===== src/rtl/fetch_queue_pkg.sv =====
// -----------------------------------------------------------------------------
// fetch_queue_pkg
// Shared constants for the IF -> ID fetch queue.
//   FS_TO_DS_BUS_WD : width of one {pc, inst} entry passed from IF to ID.
//   FQ_DEPTH_DEF    : default number of queue entries.
//   is_pow2()       : elaboration-time helper for checking the DEPTH parameter.
// -----------------------------------------------------------------------------
package fetch_queue_pkg;

    localparam int FS_TO_DS_BUS_WD = 64;
    localparam int FQ_DEPTH_DEF    = 4;

    // True when n is a power of two and at least 2.
    function automatic bit is_pow2(input int n);
        return (n >= 2) && ((n & (n - 1)) == 0);
    endfunction

endpackage : fetch_queue_pkg


===== src/rtl/fq_ram.sv =====
// -----------------------------------------------------------------------------
// fq_ram
// DEPTH x BUS_WD storage for the fetch queue: one synchronous write port and
// one asynchronous (combinational) read port.
// Ports:
//   clk   : write clock (rising edge)
//   we    : write enable
//   waddr : write address
//   wdata : write data
//   raddr : read address
//   rdata : read data, combinational from raddr
// -----------------------------------------------------------------------------
module fq_ram
    import fetch_queue_pkg::*;
#(
    parameter int BUS_WD  = FS_TO_DS_BUS_WD,
    parameter int DEPTH   = FQ_DEPTH_DEF,
    parameter int ADDR_WD = $clog2(DEPTH)
) (
    input  logic               clk,
    input  logic               we,
    input  logic [ADDR_WD-1:0] waddr,
    input  logic [BUS_WD-1:0]  wdata,
    input  logic [ADDR_WD-1:0] raddr,
    output logic [BUS_WD-1:0]  rdata
);

    logic [BUS_WD-1:0] mem [DEPTH];

    // NOTE: storage has no reset; validity is tracked by the occupancy
    // counter, so clearing the array would only cost logic.
    always_ff @(posedge clk) begin
        if (we) begin
            mem[waddr] <= wdata;
        end
    end

    assign rdata = mem[raddr];

endmodule : fq_ram


===== src/rtl/fetch_queue.sv =====
// -----------------------------------------------------------------------------
// fetch_queue
// DEPTH-entry circular FIFO between IF and ID, replacing the single fs_to_ds
// register slot so IF can keep fetching while ID stalls. Both sides use the
// valid/allowin handshake; br_flush drops all wrong-path entries.
//
// Optional feature (macro FQ_BYPASS_EN): when the queue is empty an incoming
// entry is presented to ID in the same cycle, and is not stored if ID takes it.
// Without the macro the minimum latency is one cycle and all outputs depend
// only on registered state.
//
// Ports:
//   clk            : clock, rising edge
//   reset          : synchronous, active-high reset
//   fs_to_fq_valid : IF presents a valid entry
//   fs_to_fq_bus   : entry from IF
//   fq_allowin     : queue accepts an entry this cycle (registered-state only)
//   fq_to_ds_valid : head entry valid for ID
//   fq_to_ds_bus   : head entry
//   ds_allowin     : ID accepts the head entry this cycle
//   br_flush       : discard all entries (branch redirect)
//   fq_count       : current occupancy, 0..DEPTH
// -----------------------------------------------------------------------------
module fetch_queue
    import fetch_queue_pkg::*;
#(
    parameter int BUS_WD = FS_TO_DS_BUS_WD,
    parameter int DEPTH  = FQ_DEPTH_DEF,
    parameter int CNT_WD = $clog2(DEPTH) + 1
) (
    input  logic              clk,
    input  logic              reset,
    input  logic              fs_to_fq_valid,
    input  logic [BUS_WD-1:0] fs_to_fq_bus,
    output logic              fq_allowin,
    output logic              fq_to_ds_valid,
    output logic [BUS_WD-1:0] fq_to_ds_bus,
    input  logic              ds_allowin,
    input  logic              br_flush,
    output logic [CNT_WD-1:0] fq_count
);

    localparam int                PTR_WD   = $clog2(DEPTH);
    localparam logic [CNT_WD-1:0] FULL_CNT = CNT_WD'(DEPTH);

    if (!is_pow2(DEPTH)) begin : g_bad_depth
        $error("fetch_queue: DEPTH must be a power of two, at least 2");
    end

    logic [PTR_WD-1:0] rd_ptr;
    logic [PTR_WD-1:0] wr_ptr;
    logic [CNT_WD-1:0] count;
    logic [BUS_WD-1:0] head_bus;
    logic              push;
    logic              pop;
    logic              byp_take;

    // Full queue refuses entry even if ID pops this cycle: keeps allowin off
    // the combinational path from ds_allowin.
    assign fq_allowin = (count != FULL_CNT);
    assign fq_count   = count;

`ifdef FQ_BYPASS_EN
    logic byp_active;

    assign byp_active     = (count == '0) && fs_to_fq_valid && !br_flush;
    assign byp_take       = byp_active && ds_allowin;
    assign fq_to_ds_valid = (count != '0) || byp_active;
    assign fq_to_ds_bus   = byp_active ? fs_to_fq_bus : head_bus;
`else
    assign byp_take       = 1'b0;
    assign fq_to_ds_valid = (count != '0);
    assign fq_to_ds_bus   = head_bus;
`endif

    // A bypassed entry consumed directly by ID is never written.
    assign push = fs_to_fq_valid && fq_allowin && !byp_take;
    // Only stored entries are popped; an empty queue ignores ds_allowin.
    assign pop  = (count != '0) && ds_allowin;

    // NOTE: sequential state uses non-blocking assignments so every register
    // samples the pre-edge values of the others.
    always_ff @(posedge clk) begin
        if (reset) begin
            rd_ptr <= '0;
            wr_ptr <= '0;
            count  <= '0;
        end else if (br_flush) begin
            // Flush overrides any same-cycle push or pop.
            rd_ptr <= '0;
            wr_ptr <= '0;
            count  <= '0;
        end else begin
            if (push) begin
                wr_ptr <= wr_ptr + PTR_WD'(1);
            end
            if (pop) begin
                rd_ptr <= rd_ptr + PTR_WD'(1);
            end
            if (push && !pop) begin
                count <= count + CNT_WD'(1);
            end else if (pop && !push) begin
                count <= count - CNT_WD'(1);
            end
        end
    end

    fq_ram #(
        .BUS_WD (BUS_WD),
        .DEPTH  (DEPTH),
        .ADDR_WD(PTR_WD)
    ) u_ram (
        .clk  (clk),
        .we   (push && !br_flush),
        .waddr(wr_ptr),
        .wdata(fs_to_fq_bus),
        .raddr(rd_ptr),
        .rdata(head_bus)
    );

endmodule : fetch_queue

===== config.mk =====
export PLATFORM = sky130hd
export DESIGN_NAME = fetch_queue
export DESIGN_NICKNAME = d
export VERILOG_FILES = /design/src/rtl/fetch_queue_pkg.sv /design/src/rtl/fq_ram.sv /design/src/rtl/fetch_queue.sv
export SDC_FILE = /design/constraint.sdc
export NUM_CORES = 1
export LEC_CHECK = 0
export CAP_MARGIN = 20
export CORE_MARGIN = 2
export CORE_UTILIZATION = 54
export CTS_CLUSTER_DIAMETER = 120
export DETAILED_ROUTE_END_ITERATION = 12
export GPL_TIMING_DRIVEN = 0
export PLACE_DENSITY = 0.76
export REMOVE_ABC_BUFFERS = 1
export SYNTH_ARGS = -nofsm -noshare
export SYNTH_HDL_FRONTEND = slang
export SYNTH_SLANG_ARGS = --single-unit

===== constraint.sdc =====
create_clock -name clk -period 6.9 [get_ports clk]
set_input_delay 0.69 -clock clk [delete_from_list [all_inputs] [get_ports clk]]
set_output_delay 0.69 -clock clk [all_outputs]
set_load 0.01 [all_outputs]

==> flow_summary.ini, run 1 <==
[critical_path]
worstReg2RegEnd = u_ram.mem[1][59]
crit_chain = buf_16 -> mux4_1 -> clkdlybuf4s50_1
critPathBufInv = 2
start_kind = flop
cp.arrival_ps = 2760
cp_max_fo = 36
rr_startpoint = fq_count[0]
worstPathRequired_ps = 6210
r2r_slack_ps = 4230
cp_top_family = buffers and inverters
reg2reg_depth = 8
cpPeakStageDelay_ps = 740
slowest_stage = dfxtp_4
worstSetupEndpointType = primary output
worstSetupPathType = reg -> out

[power_and_ir_drop]
p_clk_share_pct = 37.5
finalPower_w = 0.00330
p_leak_nw = 3.95
netSwitchingFraction_pct = 19.6
power.density_mw_per_mm2 = 266
combPwrFrac_pct = 7.6
p_int_w = 0.00266
power_frac_seq_pct = 55.0
p_sw_w = 0.000648
ir_drop_mv = 0.239

[sta]
final_max_slew_viol_count = 0
tightest_slew_ps = 817
tns_ps = 0
clock.fmax_ghz = 0.290
setup_slack_ps = 3450
slew_headroom_pct = 45.3
rsz0062_at_grt = no
hold_viol = 0
fin_skew_ps = 7.31
period_needed_ps = 3450
post-route-period-util_pct = 49.9
finalSetupViolations = 0

[floorplan]
num_rows = 49
io_pins = 138
die_h_um = 139
start_util_pct = 54.8
dieArea_mm2 = 0.0192
core_area_mm2 = 0.0178
die_x_um = 139

[layout]
seq_area_mm2 = 0.00788
n_antenna_cell = 0
drive_gt1_share_pct = 21.9
layout-area-overhead-vs-synth_pct = 26.8
final_util_pct = 69.5
stdcell_area_mm2 = 0.0124
multi_input_area_mm2 = 0.00174
fill_cells = 1055
fin_nets = 639

[route]
wirelength_um = 16800
drtIter0Drc = 297
num_vias = 4473
avgViaCountPerCell = 5.53
firstDrtPassIters = 4
ant_nets = 0
drc = 0
wl_per_cell_um = 20.8

[min_path]
hold_path_end = wr_ptr[1]
hp-start = wr_ptr[1]
hold_path.class = reg -> reg
min_delay_path_depth = 2

[cts]
cts_resized = 0
h-tree-depth = 1
clock_path_buffers = 3
insertion_delay_ps = 510
cts_tree = built
cts_buffers = 26
cts-root-buf = clkbuf_16
cts-hold-fix-buffers = 0
clkTransAtPathRegs_ps = 60
post_cts_buffers = 0
cts_num_sinks = 265

[logic_synthesis]
postSynthCellCount = 385
synth_edf_count = 256
avgSynthCellArea_um2 = 25.4
async_reset_ff_share_pct = 0
synth-seq-cells = 265
synthesis.area_mm2 = 0.00978
synth_ff_type = edfxtp_1
synth_cell_type_count = 24
synth_seq_area_share_pct = 80.5
yosys_warnings = 0

[global_route]
grt_pass1_vias = 4933
overflow = 0
grt_pass1_wl_um = 26800
antenna_found_initial = 0
grt_use_total_pct = 17.8
grt_max_degree = 38

[place]
dp_slack_ps = 3700
postPlaceCellArea_mm2 = 0.0117
port_buffers = 137
place_congestion = 0.688
hpwl_um = 11400

[outcome]
status = finished, final reports clean

[job]
cap_violations = 0
[registers in the layout, summed over array words and instances, names as in the netlist, named ones only]
| signal | cells |
|---|---|
| u_ram.mem | 256 |
| rd_ptr | 2 |
| fq_count | 3 |
| wr_ptr | 2 |
[cells by family (layout without fill, tap and decap cells)]
| group | count (synthesis) | in the layout | synth area share [%] |
|---|---|---|---|
| AOI/OAI and AO/OA | 8 | 8 | 0.473 |
| xor gates and xnor gates | 4 | 4 | 0.358 |
| adders and majority gates | 6 | 6 | 0.844 |
| buffers and inverters | 21 | 216 | 1.97 |
| DFF | 265 | 265 | 80.5 |
| muxes | 65 | 65 | 15.0 |
| and+or+nand+nor | 16 | 16 | 0.908 |
[synth_stat cells (all sizes together), types with 3 or more instances]
master | count | share of area, %
a21oi | 3 | 0.15
buf | 13 | 1.7
dfxtp | 9 | 1.8
edfxtp | 256 | 79
ha | 5 | 0.64
inv | 6 | 0.23
mux4 | 64 | 15
nor2 | 5 | 0.19
nor3b | 5 | 0.38
o21ai | 3 | 0.15
xor2 | 4 | 0.36
[worst min-delay path: stages (launching register included)]
cell and delay [ps]:
dfxtp_1 330, o21ai_0 80, a21oi_1 70
[metrics by stage]
| stage | instances | hold WS [ps] |
|---|---|---|
| 5_1_grt | 809 | 585 |
| 6_report | 809 | 534 |
| 2_1_floorplan | 370 | 484 |
| 3_5_place_dp | 765 | 520 |
| 3_3_place_gp | 736 | 500 |
| 4_1_cts | 809 | 535 |
[per-layer routing]
metal | GRT usage, % | routed length [um]
met4 | 4.94 | 333
met1 | 23.7 | 7040
met2 | 29.9 | 8370
met3 | 4.42 | 1080
met5 | 0 | 0
[power groups by stage]
stage	clock, W	combinational [W]	sequential [W]
after floorplan	0	0.0000973	0.00186
after global placement	0	0.000229	0.00186
after detailed placement	0	0.000252	0.00185
after CTS	0.00127	0.000253	0.00182
after global routing	0.00134	0.000266	0.00182
final	0.00124	0.000250	0.00182
[cell type report]
type	instances	share of cell area, %
tap	229	2.31
clock buffer	33	5.63
clock inverter	11	0.394
sequential	265	63.5
timing repair buffer	166	14.0
inverter	6	0.182
multi-input combinational	99	14.0
[cells in the final DEF (no fill, tap or decap), drive strengths merged]
| cell type | synthesis | layout |
|---|---|---|
| mux2i | 1 | 1 |
| a21oi | 3 | 3 |
| edfxtp | 256 | 256 |
| fa | 1 | 1 |
| xor2 | 4 | 4 |
| dfxtp | 9 | 9 |
| nor3b | 5 | 5 |
| clkinv | 0 | 10 |
| ha | 5 | 5 |
| clkbuf | 2 | 33 |
| or2 | 1 | 1 |
| mux4 | 64 | 64 |
| buf | 13 | 29 |
| clkinvlp | 0 | 1 |
| inv | 6 | 6 |
| o21ai | 3 | 3 |
| nor2 | 5 | 5 |
| clkdlybuf4s50 | 0 | 137 |
| nand2 | 1 | 1 |
| or3 | 2 | 2 |
| o31ai | 1 | 1 |
| o311ai | 1 | 1 |
| nand3 | 2 | 2 |
[worst max path at each step]
| stage | end | slack, ps | cells past startpoint |
|---|---|---|---|
| 3_3_place_gp | u_ram.mem[3][26] | -3280 | 3 |
| 2_1_floorplan | u_ram.mem[1][0] | 740 | 4 |
| 4_1_cts | fq_to_ds_bus[60] | 3370 | 3 |
| 6_report | fq_to_ds_bus[60] | 3450 | 3 |
| 3_5_place_dp | u_ram.mem[1][26] | 3700 | 7 |
| 5_1_grt | fq_to_ds_bus[60] | 3270 | 3 |
Note: power is estimated with default switching activity, not from simulation.
==> inputs of run 2 (changes only) <==
- clock period: 6.9 -> 3.6 ns (I/O delays scaled with it)
==> results of run 2 <==
Same layout as run 1 (identical final DEF). Status: finished, final reports clean.
Among the figures that moved: setup slack after placement 3700 ps -> 735 ps; setup slack after layout 3450 ps -> 484 ps; hold slack 534 ps -> 478 ps; register-to-register setup slack 4230 ps -> 930 ps; end point of the worst hold path wr_ptr[1] -> u_ram.mem[3][25]; total power 0.00330 W -> 0.00633 W; worst IR drop on VDD 0.239 mV -> 0.458 mV
==> inputs of run 3 (changes only) <==
- CORE_MARGIN: 2 -> not set
- CORE_UTILIZATION: 54 -> 56
- CTS_BUF_LIST: not set -> sky130_fd_sc_hd__clkbuf_4
- PLACE_DENSITY: 0.76 -> 0.79
==> run 3 against run 2 <==
  * Cell area barely moved
  * Largest cell class unchanged
  * Worst hold slack got worse by 130 ps
  * Critical path depth stayed put
  * Combinational power about the same
  * Sequential cell count unchanged
  * Highest routed layer unchanged
  * Count of clock-buffer cells in the layout rose by 61
  * First-iteration DRC count is 8.8% lower
  * Clock power is 6% lower
==> flow_summary.ini, run 3 (synthesis results as in run 1) <==
[outcome]
status = finished, final reports clean

[floorplan]
die_x_um = 134
core_area_mm2 = 0.0168
die_h_um = 134
dieArea_mm2 = 0.0180
num_rows = 47
io_pins = 138
start_util_pct = 58.1

[global_route]
grt_pass1_vias = 5150
grt_pass1_wl_um = 27800
grt_use_total_pct = 21.1
antenna_found_initial = 0
grt_max_degree = 47
overflow = 0

[critical_path]
endpoint = fq_to_ds_bus[60]
rr_startpoint = fq_count[0]
worstReg2RegEnd = u_ram.mem[1][4]
worstSetupPathType = reg -> out
r2r_slack_ps = 1070
cp.arrival_ps = 2940
slowest_stage = dfxtp_4
path_depth = 3
cp_top_family = flip-flops
start_kind = flop
cpPeakStageDelay_ps = 840
worstSetupEndpointType = primary output
critPathBufInv = 2
crit_chain = buf_12 -> mux4_1 -> clkdlybuf4s50_1
worstPathRequired_ps = 3240
reg2reg_depth = 8
cp_max_fo = 38

[cts]
post_cts_buffers = 0
clock_path_buffers = 3
cts_resized = 0
h-tree-depth = 2
cts_tree = built
cts-root-buf = clkbuf_4
insertion_delay_ps = 640
cts_buffers = 61
cts-hold-fix-buffers = 0
clkTransAtPathRegs_ps = 60
cts_num_sinks = 265

[layout]
stdcell_area_mm2 = 0.0124
fin_nets = 675
largest_reg_flops = 256
layout-area-overhead-vs-synth_pct = 26.9
final_util_pct = 73.8
mostFrequentLayoutCells = 256 x edfxtp_1, 137 x clkdlybuf4s50_1, 94 x clkbuf_4
max_flop_register = u_ram.mem
mostFrequentLayoutCell = edfxtp_1
n_antenna_cell = 0
drive_gt1_share_pct = 30.1

[sta]
finalSetupViolations = 0
hold_viol = 0
slew_headroom_pct = 42.9
setup_slack_ps = 298
clock.fmax_ghz = 0.303
fin_skew_ps = 18.2
tns_ps = 0
post-route-period-util_pct = 91.7
rsz0062_at_grt = no
final_max_slew_viol_count = 0
period_needed_ps = 3300
tightest_slew_ps = 853

[route]
wl_met2_um = 9230
wl_per_cell_um = 20.8
met3_length_um = 1180
num_vias = 4787
routed.top_layer = met4
avgViaCountPerCell = 5.53
drc = 0
firstDrtPassIters = 4
ant_nets = 0
drtIter0Drc = 271
wirelength_um = 18000
drt-met1-wl_um = 7340

[power_and_ir_drop]
power.density_mw_per_mm2 = 499
p_clk_share_pct = 36.0
p_int_w = 0.00491
finalPower_w = 0.00619
combPwrFrac_pct = 7.7
p_leak_nw = 4.06
power_frac_seq_pct = 56.3
netSwitchingFraction_pct = 20.6
ir_drop_mv = 0.331
p_sw_w = 0.00128

[job]
cap_violations = 0

[min_path]
hold_path.class = in -> reg
hp-start = fs_to_fq_bus[30]

[place]
postPlaceCellArea_mm2 = 0.0116
place_congestion = 0.725
port_buffers = 137
dp_slack_ps = 830
hpwl_um = 11900
-- run 3: cell types whose count changed in the layout (fill, tap and decap cells not counted) --
cell / delta
buf_8: +1
clkbuf_1: -6
clkbuf_16: -27
clkinv_1: +4
clkinvlp_4: -1
buf_6: -2
clkbuf_4: +94
buf_4: +2
-- run 3: worst min path at each step --
stage          cells past startpoint  slack [ps]          endpoint
2_1_floorplan                      0         460   u_ram.mem[0][0]
3_3_place_gp                       2         500         wr_ptr[0]
3_5_place_dp                       2         510         wr_ptr[1]
4_1_cts                            1         270  u_ram.mem[2][23]
5_1_grt                            1         310  u_ram.mem[2][61]
6_report                           1         350  u_ram.mem[1][30]
-- run 3: per-layer routing --
layer,vias up,track usage (%)
li1,2119,-
met1,2483,27.2
met2,168,34.7
met3,17,6.31
met4,0,6.68
met5,-,0
-- run 3: worst register-to-register path, delay by kind of cell, from the launching register on --
| family | cells | cell delay [ps] |
|---|---|---|
| buffers and inverters | 5 | 890 |
| and+or+nand+nor | 3 | 870 |
| DFF | 1 | 480 |
-- run 3: layout make-up --
| type | instances | area [um2] |
|---|---|---|
| multi-input cells | 99 | 1740 |
| inverters | 6 | 22.5 |
| repair buffers | 167 | 1740 |
| clock inverters | 14 | 56.3 |
| clock buffers | 94 | 706 |
| fillers | 1003 | 4410 |
| flip-flops and latches | 265 | 7880 |
| well taps | 220 | 275 |
-- run 3: through the flow --
stage / hold WS, ps / std cells
6_report: 353 / 865
5_1_grt: 306 / 865
4_1_cts: 273 / 865
3_5_place_dp: 515 / 757
3_3_place_gp: 498 / 727
2_1_floorplan: 459 / 370
-- run 3: power by group through the flow --
stage | sequential (W) | clock [W] | combinational (W)
after global placement | 0.00357 | 0 | 0.000440
after CTS | 0.00348 | 0.00230 | 0.000485
after global routing | 0.00349 | 0.00244 | 0.000511
after floorplan | 0.00356 | 0 | 0.000187
final | 0.00348 | 0.00223 | 0.000479
after detailed placement | 0.00355 | 0 | 0.000481
